===== src/rtl/bin_to_bcd_seq_pkg.sv =====
// Shared types and constants for the sequential binary-to-BCD converter.
package bin_to_bcd_seq_pkg;
    typedef logic [3:0] bcd_digit_t;

    localparam bcd_digit_t BLANK_CODE_DEFAULT = 4'hF;

    typedef enum logic {
        ST_IDLE  = 1'b0,
        ST_SHIFT = 1'b1
    } conv_state_e;
endpackage


===== src/rtl/bin_to_bcd_seq_if.sv =====
// Request/result bundle between a value source and the BCD converter.
interface bin_to_bcd_seq_if #(
    parameter int BIN_W  = 16,
    parameter int DIGITS = 5
);
    logic                   start;
    logic [BIN_W-1:0]       bin;
    logic                   blank_lz;
    logic                   busy;
    logic                   done;
    logic [DIGITS-1:0][3:0] digits;

    modport master (output start, bin, blank_lz, input busy, done, digits);
    modport slave  (input start, bin, blank_lz, output busy, done, digits);
endinterface


===== src/rtl/bin_to_bcd_seq_digit_adj.sv =====
// One double-dabble correction cell: a digit of 5 or more gets +3 before the shift.
module bcd_digit_adj
    import bin_to_bcd_seq_pkg::*;
(
    input  bcd_digit_t d_i,
    output bcd_digit_t d_o
);
    assign d_o = (d_i >= 4'd5) ? d_i + 4'd3 : d_i;
endmodule


===== src/rtl/bin_to_bcd_seq.sv =====
// Shift-and-add-3 binary-to-BCD converter, one input bit per clock, with
// optional leading-zero blanking and a start/busy/done handshake.
module bin_to_bcd_seq
    import bin_to_bcd_seq_pkg::*;
#(
    parameter int         BIN_W      = 16,
    parameter int         DIGITS     = 5,
    parameter bcd_digit_t BLANK_CODE = BLANK_CODE_DEFAULT
) (
    input  logic             clk,
    input  logic             resetn,
    bin_to_bcd_seq_if.slave  bus
);
    localparam int CW = $clog2(BIN_W + 1);

    generate
        if (DIGITS < (BIN_W * 301) / 1000 + 1) begin : g_bad_digits
            $error("bin_to_bcd_seq: DIGITS too small for BIN_W");
        end
    endgenerate

    conv_state_e                state_q, state_d;
    logic [CW-1:0]              cnt_q, cnt_d;
    logic [BIN_W-1:0]           shreg_q, shreg_d;
    bcd_digit_t [DIGITS-1:0]    scr_q, scr_d;
    bcd_digit_t [DIGITS-1:0]    digits_q, digits_d;
    logic                       blank_q, blank_d;
    logic                       done_q, done_d;

    bcd_digit_t [DIGITS-1:0]    adj;
    bcd_digit_t [DIGITS-1:0]    scr_sh;
    bcd_digit_t [DIGITS-1:0]    blanked;
    logic                       seen_nz;

    generate
        for (genvar g = 0; g < DIGITS; g++) begin : g_adj
            bcd_digit_adj u_adj (.d_i(scr_q[g]), .d_o(adj[g]));
        end
    endgenerate

    // The top digit's MSB falls off; DIGITS is sized so it is always zero here.
    assign scr_sh = (DIGITS*4)'({adj, shreg_q[BIN_W-1]});

    always_comb begin
        blanked = scr_sh;
        seen_nz = 1'b0;
        for (int i = DIGITS - 1; i >= 1; i--) begin
            if (scr_sh[i] != 4'd0) seen_nz = 1'b1;
            if (blank_q && !seen_nz) blanked[i] = BLANK_CODE;
        end
    end

    always_comb begin
        state_d  = state_q;
        cnt_d    = cnt_q;
        shreg_d  = shreg_q;
        scr_d    = scr_q;
        digits_d = digits_q;
        blank_d  = blank_q;
        done_d   = 1'b0;
        case (state_q)
            ST_IDLE: begin
                if (bus.start) begin
                    shreg_d = bus.bin;
                    scr_d   = '0;
                    blank_d = bus.blank_lz;
                    cnt_d   = '0;
                    state_d = ST_SHIFT;
                end
            end
            ST_SHIFT: begin
                scr_d   = scr_sh;
                shreg_d = shreg_q << 1;
                cnt_d   = cnt_q + CW'(1);
                if (cnt_q == CW'(BIN_W - 1)) begin
                    digits_d = blanked;
                    done_d   = 1'b1;
                    cnt_d    = '0;
                    state_d  = ST_IDLE;
                end
            end
            default: state_d = ST_IDLE;
        endcase
    end

    always_ff @(posedge clk or negedge resetn) begin
        if (!resetn) begin
            state_q  <= ST_IDLE;
            cnt_q    <= '0;
            shreg_q  <= '0;
            scr_q    <= '0;
            digits_q <= '0;
            blank_q  <= 1'b0;
            done_q   <= 1'b0;
        end else begin
            state_q  <= state_d;
            cnt_q    <= cnt_d;
            shreg_q  <= shreg_d;
            scr_q    <= scr_d;
            digits_q <= digits_d;
            blank_q  <= blank_d;
            done_q   <= done_d;
        end
    end

    assign bus.busy   = (state_q == ST_SHIFT);
    assign bus.done   = done_q;
    assign bus.digits = digits_q;
endmodule


===== src/flat_wrapper.sv =====
// flat-port wrapper written by rule: the top's interface ports become plain ports
module bin_to_bcd_seq_flat import bin_to_bcd_seq_pkg::*;
#(
    parameter int         BIN_W      = 16,
    parameter int         DIGITS     = 5,
    parameter bcd_digit_t BLANK_CODE = BLANK_CODE_DEFAULT
)
  (clk, resetn, bus_start, bus_bin, bus_blank_lz, bus_busy, bus_done, bus_digits);
  bin_to_bcd_seq_if #(.BIN_W(BIN_W), .DIGITS(DIGITS)) bus_i ();
  input  logic clk;
  input  logic resetn;
  input wire logic [$bits(bus_i.start)-1:0] bus_start;
  input wire logic [$bits(bus_i.bin)-1:0] bus_bin;
  input wire logic [$bits(bus_i.blank_lz)-1:0] bus_blank_lz;
  output wire logic [$bits(bus_i.busy)-1:0] bus_busy;
  output wire logic [$bits(bus_i.done)-1:0] bus_done;
  output wire logic [$bits(bus_i.digits)-1:0] bus_digits;
  assign bus_i.start = bus_start;
  assign bus_i.bin = bus_bin;
  assign bus_i.blank_lz = bus_blank_lz;
  assign bus_busy = bus_i.busy;
  assign bus_done = bus_i.done;
  assign bus_digits = bus_i.digits;
  bin_to_bcd_seq #(.BIN_W(BIN_W), .DIGITS(DIGITS), .BLANK_CODE(BLANK_CODE)) u_core (.clk(clk), .resetn(resetn), .bus(bus_i));
endmodule

===== config.mk =====
export PLATFORM = sky130hd
export DESIGN_NAME = bin_to_bcd_seq_flat
export DESIGN_NICKNAME = d
export VERILOG_FILES = /design/src/rtl/bin_to_bcd_seq_pkg.sv /design/src/rtl/bin_to_bcd_seq_if.sv /design/src/rtl/bin_to_bcd_seq_digit_adj.sv /design/src/rtl/bin_to_bcd_seq.sv /design/src/flat_wrapper.sv
export SDC_FILE = /design/constraint.sdc
export NUM_CORES = 1
export LEC_CHECK = 0
export ABC_AREA = 1
export BUFFER_PORTS_ARGS = -buffer_cell sky130_fd_sc_hd__buf_2
export CAP_MARGIN = 10
export CORE_ASPECT_RATIO = 0.75
export CORE_MARGIN = 3
export CORE_UTILIZATION = 60
export CTS_CLUSTER_DIAMETER = 80
export CTS_CLUSTER_SIZE = 10
export DETAILED_ROUTE_END_ITERATION = 10
export PLACE_DENSITY_LB_ADDON = 0.05
export SLEW_MARGIN = 5
export SYNTH_ARGS = -nofsm -noshare
export SYNTH_HDL_FRONTEND = slang
export SYNTH_SLANG_ARGS = --single-unit
export TNS_END_PERCENT = 10

===== constraint.sdc =====
create_clock -name clk -period 2.55 [get_ports clk]
set_input_delay 0.51 -clock clk [delete_from_list [all_inputs] [get_ports clk]]
set_output_delay 0.51 -clock clk [all_outputs]
set_load 0.02 [all_outputs]

# After elaboration in Yosys (flattened, before gate mapping)
# Index checks and enable logic that the tools add are counted.
# op_classes
div_mod_pow	0
addsub	6
n_mux	25
mul	0
n_bitwise	1
n_lt_le_gt_ge	5
shift	0
eq_ne	2
n_reduce_logical	14
# ops
cell	count
$pmux W20 S2	1
$mux W4	8
$pmux W16 S2	1
$ge A4 B3 Y1 const B	5
$mux W20	1
$add A4 B2 Y4 const B	4
$mux W16	1
$reduce_bool A4 Y1	4
$mux W5	2
$pmux W5 S2	1
$mux W1	8
$add A5 B1 Y5 const B	1
$eq A5 B4 Y1 const B	1
$logic_and A1 B1 Y1	4
$logic_not A1 Y1	4
$reduce_and A2 Y1	2
$add A3 B2 Y3 const B	1
$mux W3	1
$ne A2 B2 Y1 const B	1
$pmux W1 S2	1
$not A1 Y1	1
# totals
word_cells	68
input_bits	20
ramBits	0
rom_bits	0
ff_bits	64
output_inout_bits	22
n_memories	0
latch_bits	0

# Logic depth before layout (Yosys ltp)
# Gate-level depths: netlist of run 1.
# depth
depth_word	10
depth_mapped	11
ltp_nobuf	11

# Cells and area by module
# From an unflattened synthesis of run 1, not the netlist that was laid out.
# hier_totals
hier_cells	397
hier_area_um2	3269.4
# modules_own_cells
module	area_per_inst_um2	n_inst	cells_each	seq_area_each_um2
bin_to_bcd_seq	2593.7	1	282	1601.5
bcd_digit_adj	135.1	5	23	0.0

# Worst setup path after synthesis of run 1
# No wires, ideal clock.
# synth_path
kind	register -> register
start	reg u_core.scr_q[8] (netlist name)
end	reg u_core.digits_q, in the netlist u_core.bus.digits[11]
slack_ps	1031
t_required_ps	2473
synth_period_minus_slack_ps	1519
arrival_time_ps	1441
stages_incl_launch_ff	11
setup_ps	77
path_buffers	0
path_cell_list	dfrtp_1 -> inv_1 -> ha_1 -> inv_2 -> nand2_2 -> nand3_4 -> o21ai_2 -> nand2_2 -> nor2_4 -> nand3_2 -> a21oi_1
# synth_between
elab_chain_len	8
word_cells_on_any_way	10
classes_between	add/sub (1); order compare (1); mux (4); reduce/logical (4)
# synth_rtl
element	line	rtl
start, declared	bin_to_bcd_seq.sv:25	bcd_digit_t [DIGITS-1:0] scr_q, scr_d;
start signal, assigned	bin_to_bcd_seq.sv:99	scr_q <= scr_d;
$add A4 B2 Y4 / $ge A4 B3 Y1 (equally long branches)	bin_to_bcd_seq_digit_adj.sv:8	assign d_o = (d_i >= 4'd5) ? d_i + 4'd3 : d_i;
$mux W4 (*)	bin_to_bcd_seq_digit_adj.sv:8	
$reduce_bool A4 Y1	bin_to_bcd_seq.sv:48	if (scr_sh[i] != 4'd0) seen_nz = 1'b1;
$mux W1 (2 in a row)	bin_to_bcd_seq.sv:48	
$logic_not A1 Y1	bin_to_bcd_seq.sv:49	if (blank_q && !seen_nz) blanked[i] = BLANK_CODE;
$logic_and A1 B1 Y1	bin_to_bcd_seq.sv:49	
$mux W4 (*)	bin_to_bcd_seq.sv:49	
end signal, assigned	bin_to_bcd_seq.sv:100	digits_q <= digits_d;
end, declared	bin_to_bcd_seq.sv:26	bcd_digit_t [DIGITS-1:0] digits_q, digits_d;
# Mark *: on every way between the ends. The rest lies on a longest branch, timed or not.
# A chain may end at the register's enable or synchronous reset.

# Final worst setup path of run 1
# layout_path
start	reg u_core.scr_q[12] (netlist name)
end	reg u_core.digits_q, in the netlist u_core.bus.digits[16]
# layout_between
elab_chain_len	7
word_cells_on_any_way	8
classes_between	add/sub (1); order compare (1); mux (3); reduce/logical (3)
# layout_rtl
element	line
$add A4 B2 Y4 / $ge A4 B3 Y1 (equally long branches)	bin_to_bcd_seq_digit_adj.sv:8
$mux W4 (*)	bin_to_bcd_seq_digit_adj.sv:8
$reduce_bool A4 Y1	bin_to_bcd_seq.sv:48
$mux W1	bin_to_bcd_seq.sv:48
$logic_not A1 Y1	bin_to_bcd_seq.sv:49
$logic_and A1 B1 Y1	bin_to_bcd_seq.sv:49
$mux W4 (*)	bin_to_bcd_seq.sv:49
# Marked as above.

==> impl_results.md, run 1 <==
* Clock buffer depth at 2
* Largest net degree at the start of global routing at 39
* Crit Path Category: flop to flop
* Antenna violations before repair at 0
* Leak Pwr at 0.00182 µW
* Mean Syn Cell Area at 9.00 µm²
* Worst-Skew Late Latency at 0.35 ns
* Syn_nets at 390
* Sequential fraction of the synthesis area at 0.496
* Vias in the first global route at 2,536
* CTS Hold Buffers Added at 0
* Maxcap violations at 0
* H-tree depth at 3
* First-pass DRT Iterations at 5
* Cts repair resizes at 0
* Clock tree from TritonCTS: yes
* Hold Path Class: input pin to asynchronous set/reset pin
* Share of cells above drive strength 1 at 0.275
* Placement Setup Slack at 0.802 ns
* R2R cell count at 10
* Total track usage at 0.238
* Peak Freq at 564 MHz
* RSZ-0062 raised after global routing: false
* Worst relative slew slack at 0.677
* CP max FO at 5
* Critical path capture point type: flop
* IO Port Bufs at 41
* Rows at 22
* Setup TNS at 0 ns
* Slew Limit Fails at 0
* Initial core utilization at 0.641
* Total wire length at 7.04 mm
* Synth cell types at 31
* Final nets at 437
* Synth warn at 0
* Synth Register Bits at 64
* Startpoint types: flop
* Initial DRC count at 132
* RePlAce Congestion at 0.932
* CP arrival at 2.03 ns
* IO Pins at 42
* Non-Filler Instances at 483
* Clock transition at path regs at 0.06 ns
* Post-Synthesis Cells at 359
* Peak supply drop at 892 µV
* Final hold violations at 0
* Die X-Extent at 90.7 µm
* HPWL after DPL at 5.01 mm
* Final Setup Violations at 0
* Ant diodes at 0
* Pwr per Cell Area at 1460 mW/mm²
* Number of remaining DRC errors at 0
* Post-DRT Antenna Nets at 0
* Fillers at 394
* Clk sinks at 64
* First-pass GRT wire length at 12.0 mm
* Final worst setup slack at 0.776 ns
* Worst-Margin Slew at 0.484 ns
* Drt wl/cell at 14.6 µm
* Core Region at 0.00504 mm²
* Post-CTS setup buffer count at 0
* Status: completed
* Die Height at 69.5 µm
* Dpl cells at 467
* Synthesized cell area at 0.00323 mm²
* Grt ovf at 0
* Via count at 2,632
* Fin crit share at 0.696
* Full die area at 0.00631 mm²
* Min Tclk post-route at 1.77 ns
* CTS Root Cell: clkbuf_8
* WP data required at 2.81 ns
* Num CTS Buffers at 9
* Via density per instance at 5.45
* Area growth from synthesis to layout at 16.0%
* Clock Skews at 0.00678 ns
## logic make-up after synthesis
logic type | share of synthesized area
simple gates | 0.241
buf+inv | 0.0666
fa+ha+maj | 0.0426
compound gates | 0.151
flops | 0.496
xor+xnor | 0.00271
## placed cells by master, fill, tap and decap left out, types with 15 or more instances in the layout
master and n:
a21oi_1 17, dfrtp_1 64, nor2_1 27, o22ai_1 15, o21ai_0 23, inv_1 31
buf_2 41, nand2_1 63, nand2_2 21
## path summary, 6_finish.rpt
path                            slack, ns                     to                 start
worst min-delay path                 0.17       u_core.scr_q[17]                resetn
worst max-delay path                 0.78  u_core.bus.digits[16]      u_core.scr_q[12]
worst min register to register       0.50   u_core.bus.digits[1]  u_core.bus.digits[1]
worst max register to register       0.78  u_core.bus.digits[16]      u_core.scr_q[12]
max in group asynchronous            1.99   u_core.bus.digits[3]                resetn
min in group clk                     0.37     u_core.shreg_q[13]           bus_bin[13]
## worst max-delay path, cell delays in order (launching register included)
cell and delay [ns]:
dfrtp_1 0.41, inv_1 0.12, ha_1 0.18, inv_1 0.05, nand2_2 0.10, nand2_1 0.06, nand3_1 0.13, nand3_2 0.10
nor2_4 0.20, nand2_1 0.16, a31oi_1 0.18
## layer usage
metal  global-route usage  part of all wire
met3               0.0618             0.061
met1                0.331              0.46
met4               0.0747             0.011
met2                0.366              0.46
met5                    0                 0
## cells in the mapped netlist (all sizes together)
| master | number | area share |
|---|---|---|
| nand3 | 20 | 0.046 |
| xor2 | 1 | 0.0027 |
| buf | 9 | 0.017 |
| nor2 | 35 | 0.057 |
| a22o | 1 | 0.0027 |
| and2 | 2 | 0.0039 |
| nand4 | 8 | 0.020 |
| a31oi | 9 | 0.017 |
| o21ai | 28 | 0.048 |
| a22oi | 4 | 0.0093 |
| nand2 | 84 | 0.11 |
| o211ai | 8 | 0.019 |
| o22ai | 15 | 0.029 |
| dfrtp | 64 | 0.50 |
| inv | 40 | 0.046 |
| ha | 11 | 0.043 |
| a21oi | 17 | 0.026 |
| clkbuf | 3 | 0.0035 |
## through the flow
stage | total power, µW | hold WS, ns | cell area (µm²) | util
global route | 5890 | 0.194 | 3750 | 0.744
CTS | 5480 | 0.175 | 3750 | 0.744
detailed placement | 4450 | 0.480 | 3510 | 0.697
global placement | 4360 | 0.477 | 3510 | 0.697
finish | 5460 | 0.171 | 3750 | 0.744
floorplan | 3770 | 0.214 | 3230 | -
## area by class of cell
class,count,area [µm²],share of cell area
flip-flops and latches,64,1600,0.428
multi-input cells,243,1410,0.377
repair buffers,48,258,0.0688
clock buffers,14,173,0.0461
inverters,40,150,0.0401
well taps,72,90.1,0.0240
clock inverters,2,60.1,0.0160
## sequential cells by signal (all words and copies together), names as in the netlist
name,count
u_core.shreg_q,16
u_core.bus.done,1
u_core.blank_q,1
u_core.bus.busy,1
u_core.cnt_q,5
u_core.scr_q,20
u_core.bus.digits,20
## power breakdown
group,leakage (µW),total (µW),internal [µW],switching [µW]
Combinational,0.000910,2620,905,1710
Sequential,0.000789,1840,1500,348
Clock,0.000117,1000,632,370
(Power assumes the default switching activity.)
==> inputs of run 2 (changes only) <==
Settings changed: CORE_UTILIZATION 60 to 52.
Clock period 2.55 ns to 1.4 ns, I/O delays scaled along.
==> run 2 against run 1 <==
Net effect:
- the run now ends with negative setup slack left
- final cell count is 12% higher
- design area grew 16%
- combinational power rose to 2.7 times the previous value
- critical endpoint is now u_core.bus.digits[5]
- largest cell class unchanged
- largest power group unchanged
==> impl_results.md, run 2 (synthesis gave the netlist of run 1 again) <==
* Full die area at 0.00720 mm²
* Via count at 2,836
* Most frequent cells in the layout: 63 x dfrtp_1, 56 x nand2_1, 56 x buf_4, 40 x buf_2, 26 x nor2_1
* Final Setup Violations at 21
* Crit Path Category: flop to flop
* Peak supply drop at 1540 µV
* Fin crit share at 1.19
* RSZ-0062 raised after global routing: true
* Worst relative slew slack at 0.771
* Critical path capture point type: flop
* IO Port Bufs at 41
* Final nets at 492
* Rows at 24
* Vias in the first global route at 2,745
* Clock tree from TritonCTS: yes
* Hold Path Class: input pin to flop
* Clk sinks at 64
* Final non-filler cell area at 0.00435 mm²
* CP arrival at 1.94 ns
* Placement Setup Slack at -0.267 ns
* H-tree depth at 3
* CP max FO at 4
* First-pass DRT Iterations at 4
* Slew Limit Fails at 0
* Total wire length at 7.88 mm
* Clock transition at path regs at 0.07 ns
* HPWL after DPL at 5.30 mm
* RePlAce Congestion at 0.862
* Share of cells above drive strength 1 at 0.442
* First-pass GRT wire length at 12.9 mm
* Leak Pwr at 0.00209 µW
* Pwr per Cell Area at 2700 mW/mm²
* Initial DRC count at 90
* Die Height at 74.3 µm
* Num CTS Buffers at 9
* Largest net degree at the start of global routing at 65
* Min Tclk post-route at 1.67 ns
* Antenna violations before repair at 0
* Status: finished with violations
* Final hold violations at 0
* Via density per instance at 5.23
* Core Region at 0.00592 mm²
* Die X-Extent at 97.0 µm
* WHS at 0.144 ns
* Peak Freq at 598 MHz
* Util after Layout at 0.736
* Worst-Skew Late Latency at 0.34 ns
* Post-DRT Antenna Nets at 0
* Final worst setup slack at -0.273 ns
* IO Pins at 42
* Violated checks: negative setup slack
* Ant diodes at 0
* DP Area at 0.00390 mm²
* Commonest non-fill, non-tap cell in the layout: dfrtp_1
* Worst-Margin Slew at 0.344 ns
* Total track usage at 0.226
* Initial core utilization at 0.546
* Clock buffer depth at 2
* WP data required at 1.67 ns
* Maxcap violations at 0
* Grt ovf at 0
* Clock Skews at 0.00916 ns
* Startpoint types: flop
* CTS Root Cell: clkbuf_8
* Drt wl/cell at 14.5 µm
* Number of remaining DRC errors at 0
* Area growth from synthesis to layout at 34.7%
-- run 2: cell count changes in the layout (fill, tap and decap cells not counted), moves of 9 or more --
| cell | previous run | this run |
|---|---|---|
| inv_2 | 9 | 18 |
| inv_1 | 31 | 21 |
| a21oi_2 | 0 | 9 |
| a21oi_1 | 17 | 8 |
| buf_4 | 7 | 56 |
-- run 2: repair_timing --
item | CTS | global route
endpoints found under the hold margin | 64 | 0
gates resized for setup | 36 | 25
hold buffers | 1 | 0
endpoints found under the setup margin | 22 | 36
pin swaps | 12 | 7
cloned | 0 | 0
buffers inserted | 8 | 2
-- run 2: report_power, final --
part | internal, µW | switching (µW)
clock network | 771 | 670
logic | 3120 | 3830
registers | 2730 | 626
total | 6620 | 5120
-- run 2: through the flow --
step           power, µW  instances  setup TNS, ns
3_5_place_dp        9320        517          -4.16
4_1_cts            11300        540          -2.99
5_1_grt            12600        542          -6.09
6_report           11700        542          -3.48
2_1_floorplan       6910        359          -1.35
3_3_place_gp        9180        517          -2.94
-- run 2: layout make-up --
class                           count  area (µm²)
Inverter                           40         153
Fill cell                         440        1560
Multi-Input combinational cell    243        1600
Clock buffer                       14         173
Tap cell                           78        97.6
Timing Repair Buffer              103         724
Sequential cell                    64        1600
-- run 2: final timing paths --
path | from | endpoint | slack [ns] | depth (start not counted)
setup / recovery | u_core.scr_q[13] | u_core.bus.digits[5] | -0.27 | 10
hold / removal | bus_bin[14] | u_core.shreg_q[14] | 0.14 | 3
hold reg to reg | u_core.bus.digits[3] | u_core.bus.digits[3] | 0.48 | 2
setup reg to reg | u_core.scr_q[13] | u_core.bus.digits[5] | -0.27 | 10
max in group asynchronous | resetn | u_core.bus.busy | 0.63 | 3
min in group asynchronous | resetn | u_core.scr_q[17] | 0.48 | 3
-- run 2: metal layers --
layer	global-route usage	vias up	routed length, µm
met3	0.0562	8	303
met2	0.363	52	3730
met5	0	-	0
met4	0.0748	0	76
met1	0.307	1365	3780
li1	-	1411	-
-- run 2: critical path, cell delays in order (launching register included) --
cell and delay (ns):
dfrtp_1 0.39, inv_2 0.09, ha_2 0.18, nand2_2 0.08, nand3_2 0.12, nand2_2 0.05
nand2_2 0.08, nand2_2 0.07, nor2_4 0.19, nand4_4 0.17, a21oi_2 0.16
==> inputs of run 3 (changes only) <==
Settings changed: CORE_UTILIZATION 52 to 48, SETUP_SLACK_MARGIN set to 0.15.
Clock period 1.4 ns to 2 ns, I/O delays scaled along.
==> run 3 against run 2 <==
Net effect:
- flip-flop and latch count is the same
- core utilization shrank 15 points
- sequential power shrank 31%
- the flow now finishes without violations
- clock skew shrank 0.0052 ns
==> impl_results.md, run 3 (synthesis gave the netlist of run 1 again) <==
* Status: completed
* R2R cell count at 10
* Post-DRT Antenna Nets at 0
* CTS Hold Buffers Added at 0
* IO Pins at 42
* Via count at 2,555
* Initial core utilization at 0.504
* Die Height at 77.1 µm
* Slew Limit Fails at 0
* Peak supply drop at 831 µV
* Ant diodes at 0
* Peak Freq at 574 MHz
* Startpoint types: flop
* Clk sinks at 64
* Crit Path Category: flop to flop
* Antenna violations before repair at 0
* Rows at 25
* Most frequent cells in the layout: 64 x dfrtp_1, 60 x nand2_1, 41 x buf_2, 31 x inv_1, 27 x nor2_1
* Initial DRC count at 90
* CP max FO at 4
* Pwr per Cell Area at 1780 mW/mm²
* Share of cells above drive strength 1 at 0.292
* Worst relative slew slack at 0.635
* Clock buffer depth at 2
* Reg2reg end: u_core.bus.digits[13]
* RR Startpoint: u_core.scr_q[8]
* RSZ-0062 raised after global routing: true
* Sw Pwr at 3110 µW
* Die X-Extent at 101 µm
* CP arrival at 2.00 ns
* RePlAce Congestion at 0.847
* Fillers at 574
* Min Tclk post-route at 1.74 ns
* Setup TNS at 0 ns
* Largest net degree at the start of global routing at 65
* Via density per instance at 5.19
* Area growth from synthesis to layout at 16.0%
* Drt wl/cell at 13.9 µm
* Core Region at 0.00641 mm²
* Maxcap violations at 0
* Clk pwr share at 0.136
* Final hold violations at 0
* R2R Setup Slk at 0.26 ns
* Fin crit share at 0.871
* Clock transition at path regs at 0.06 ns
* Internal Power at 3550 µW
* Clock tree from TritonCTS: yes
* H-tree depth at 3
* Full die area at 0.00776 mm²
* Num CTS Buffers at 9
* WHS at 0.0621 ns
* WP data required at 2.26 ns
* Leak Pwr at 0.00180 µW
* IO Port Bufs at 41
* Hold Path Class: input pin to asynchronous set/reset pin
* Commonest non-fill, non-tap cell in the layout: dfrtp_1
* Total track usage at 0.189
* Critical path capture point type: flop
* Comb pwr share at 0.516
* Vias in the first global route at 2,416
* Worst-Skew Late Latency at 0.34 ns
* Sw Ratio at 0.467
* Final nets at 438
* First-pass DRT Iterations at 4
* Worst-Margin Slew at 0.546 ns
* Grt ovf at 0
* Worst Setup SP: u_core.scr_q[8]
* First-pass GRT wire length at 11.6 mm
* Number of remaining DRC errors at 0
* Flop pwr share at 0.348
* Final Setup Violations at 0
* Total wire length at 6.85 mm
* HPWL after DPL at 4.81 mm
* Clock Skews at 0.00395 ns
* CTS Root Cell: clkbuf_8
run 3: changes by cell type in the layout (fill, tap and decap cells not counted), sizes merged:
cell         before  now
buf             102   49
clkbuf           14   10
clkinv            0    5
dlygate4sd3       1    0
run 3: final cells by class:
class	instances	area (µm²)	share of cell area
clock buffers	10	128	0.0341
inverters	40	150	0.0401
clock inverters	5	25.0	0.00668
well taps	81	101	0.0271
repair buffers	49	282	0.0752
flip-flops and latches	64	1600	0.428
multi-input cells	243	1460	0.389
run 3: worst max path at each step:
stage	end	cells after the start
after CTS	u_core.bus.digits[10]	10
after global routing	u_core.bus.digits[13]	11
after global placement	u_core.bus.digits[8]	10
after detailed placement	u_core.bus.digits[10]	10
after floorplan	u_core.bus.digits[11]	10
final	u_core.bus.digits[13]	10
run 3: critical path, cell delays in order, from the launching register on:
cell and delay, ns:
dfrtp_1 0.42, inv_1 0.12, ha_1 0.21, inv_2 0.05
nand2_2 0.09, nand2_1 0.06, nand3_1 0.10, nand3_2 0.10
nor2_4 0.21, nand3_4 0.13, a31oi_4 0.19
run 3: what timing repair did:
action                                  4_1_cts  5_1_grt
endpoints found under the setup margin        0       12
endpoints found under the hold margin         0        0
gates resized for setup                       0       10
setup buffers                                 0        1
run 3: power by group through the flow:
stage	registers (µW)	logic, µW	clock network [µW]
6_report	2320	3430	902
5_1_grt	2400	3870	988
4_1_cts	2310	3330	939
3_5_place_dp	2330	3320	0
3_3_place_gp	2320	3290	0
2_1_floorplan	2510	2290	0
run 3: layer usage:
layer / vias up / share of wire / track usage / routed length, µm
met3: 10 / 0.052 / 0.0500 / 355
met2: 62 / 0.43 / 0.262 / 2960
li1: 1306 / - / - / -
met5: - / 0 / 0 / 0
met4: 0 / 0.014 / 0.0646 / 99
met1: 1177 / 0.50 / 0.285 / 3440
run 3: through the flow:
| step | util | setup WS, ns | instances | total power [µW] | cell area [µm²] |
|---|---|---|---|---|---|
| after floorplan | - | 0.481 | 359 | 4800 | 3230 |
| final | 0.584 | 0.258 | 492 | 6650 | 3750 |
| after global placement | 0.552 | 0.269 | 476 | 5610 | 3540 |
| after detailed placement | 0.552 | 0.265 | 476 | 5650 | 3540 |
| after CTS | 0.575 | 0.251 | 491 | 6580 | 3690 |
| after global routing | 0.584 | 0.105 | 492 | 7260 | 3750 |
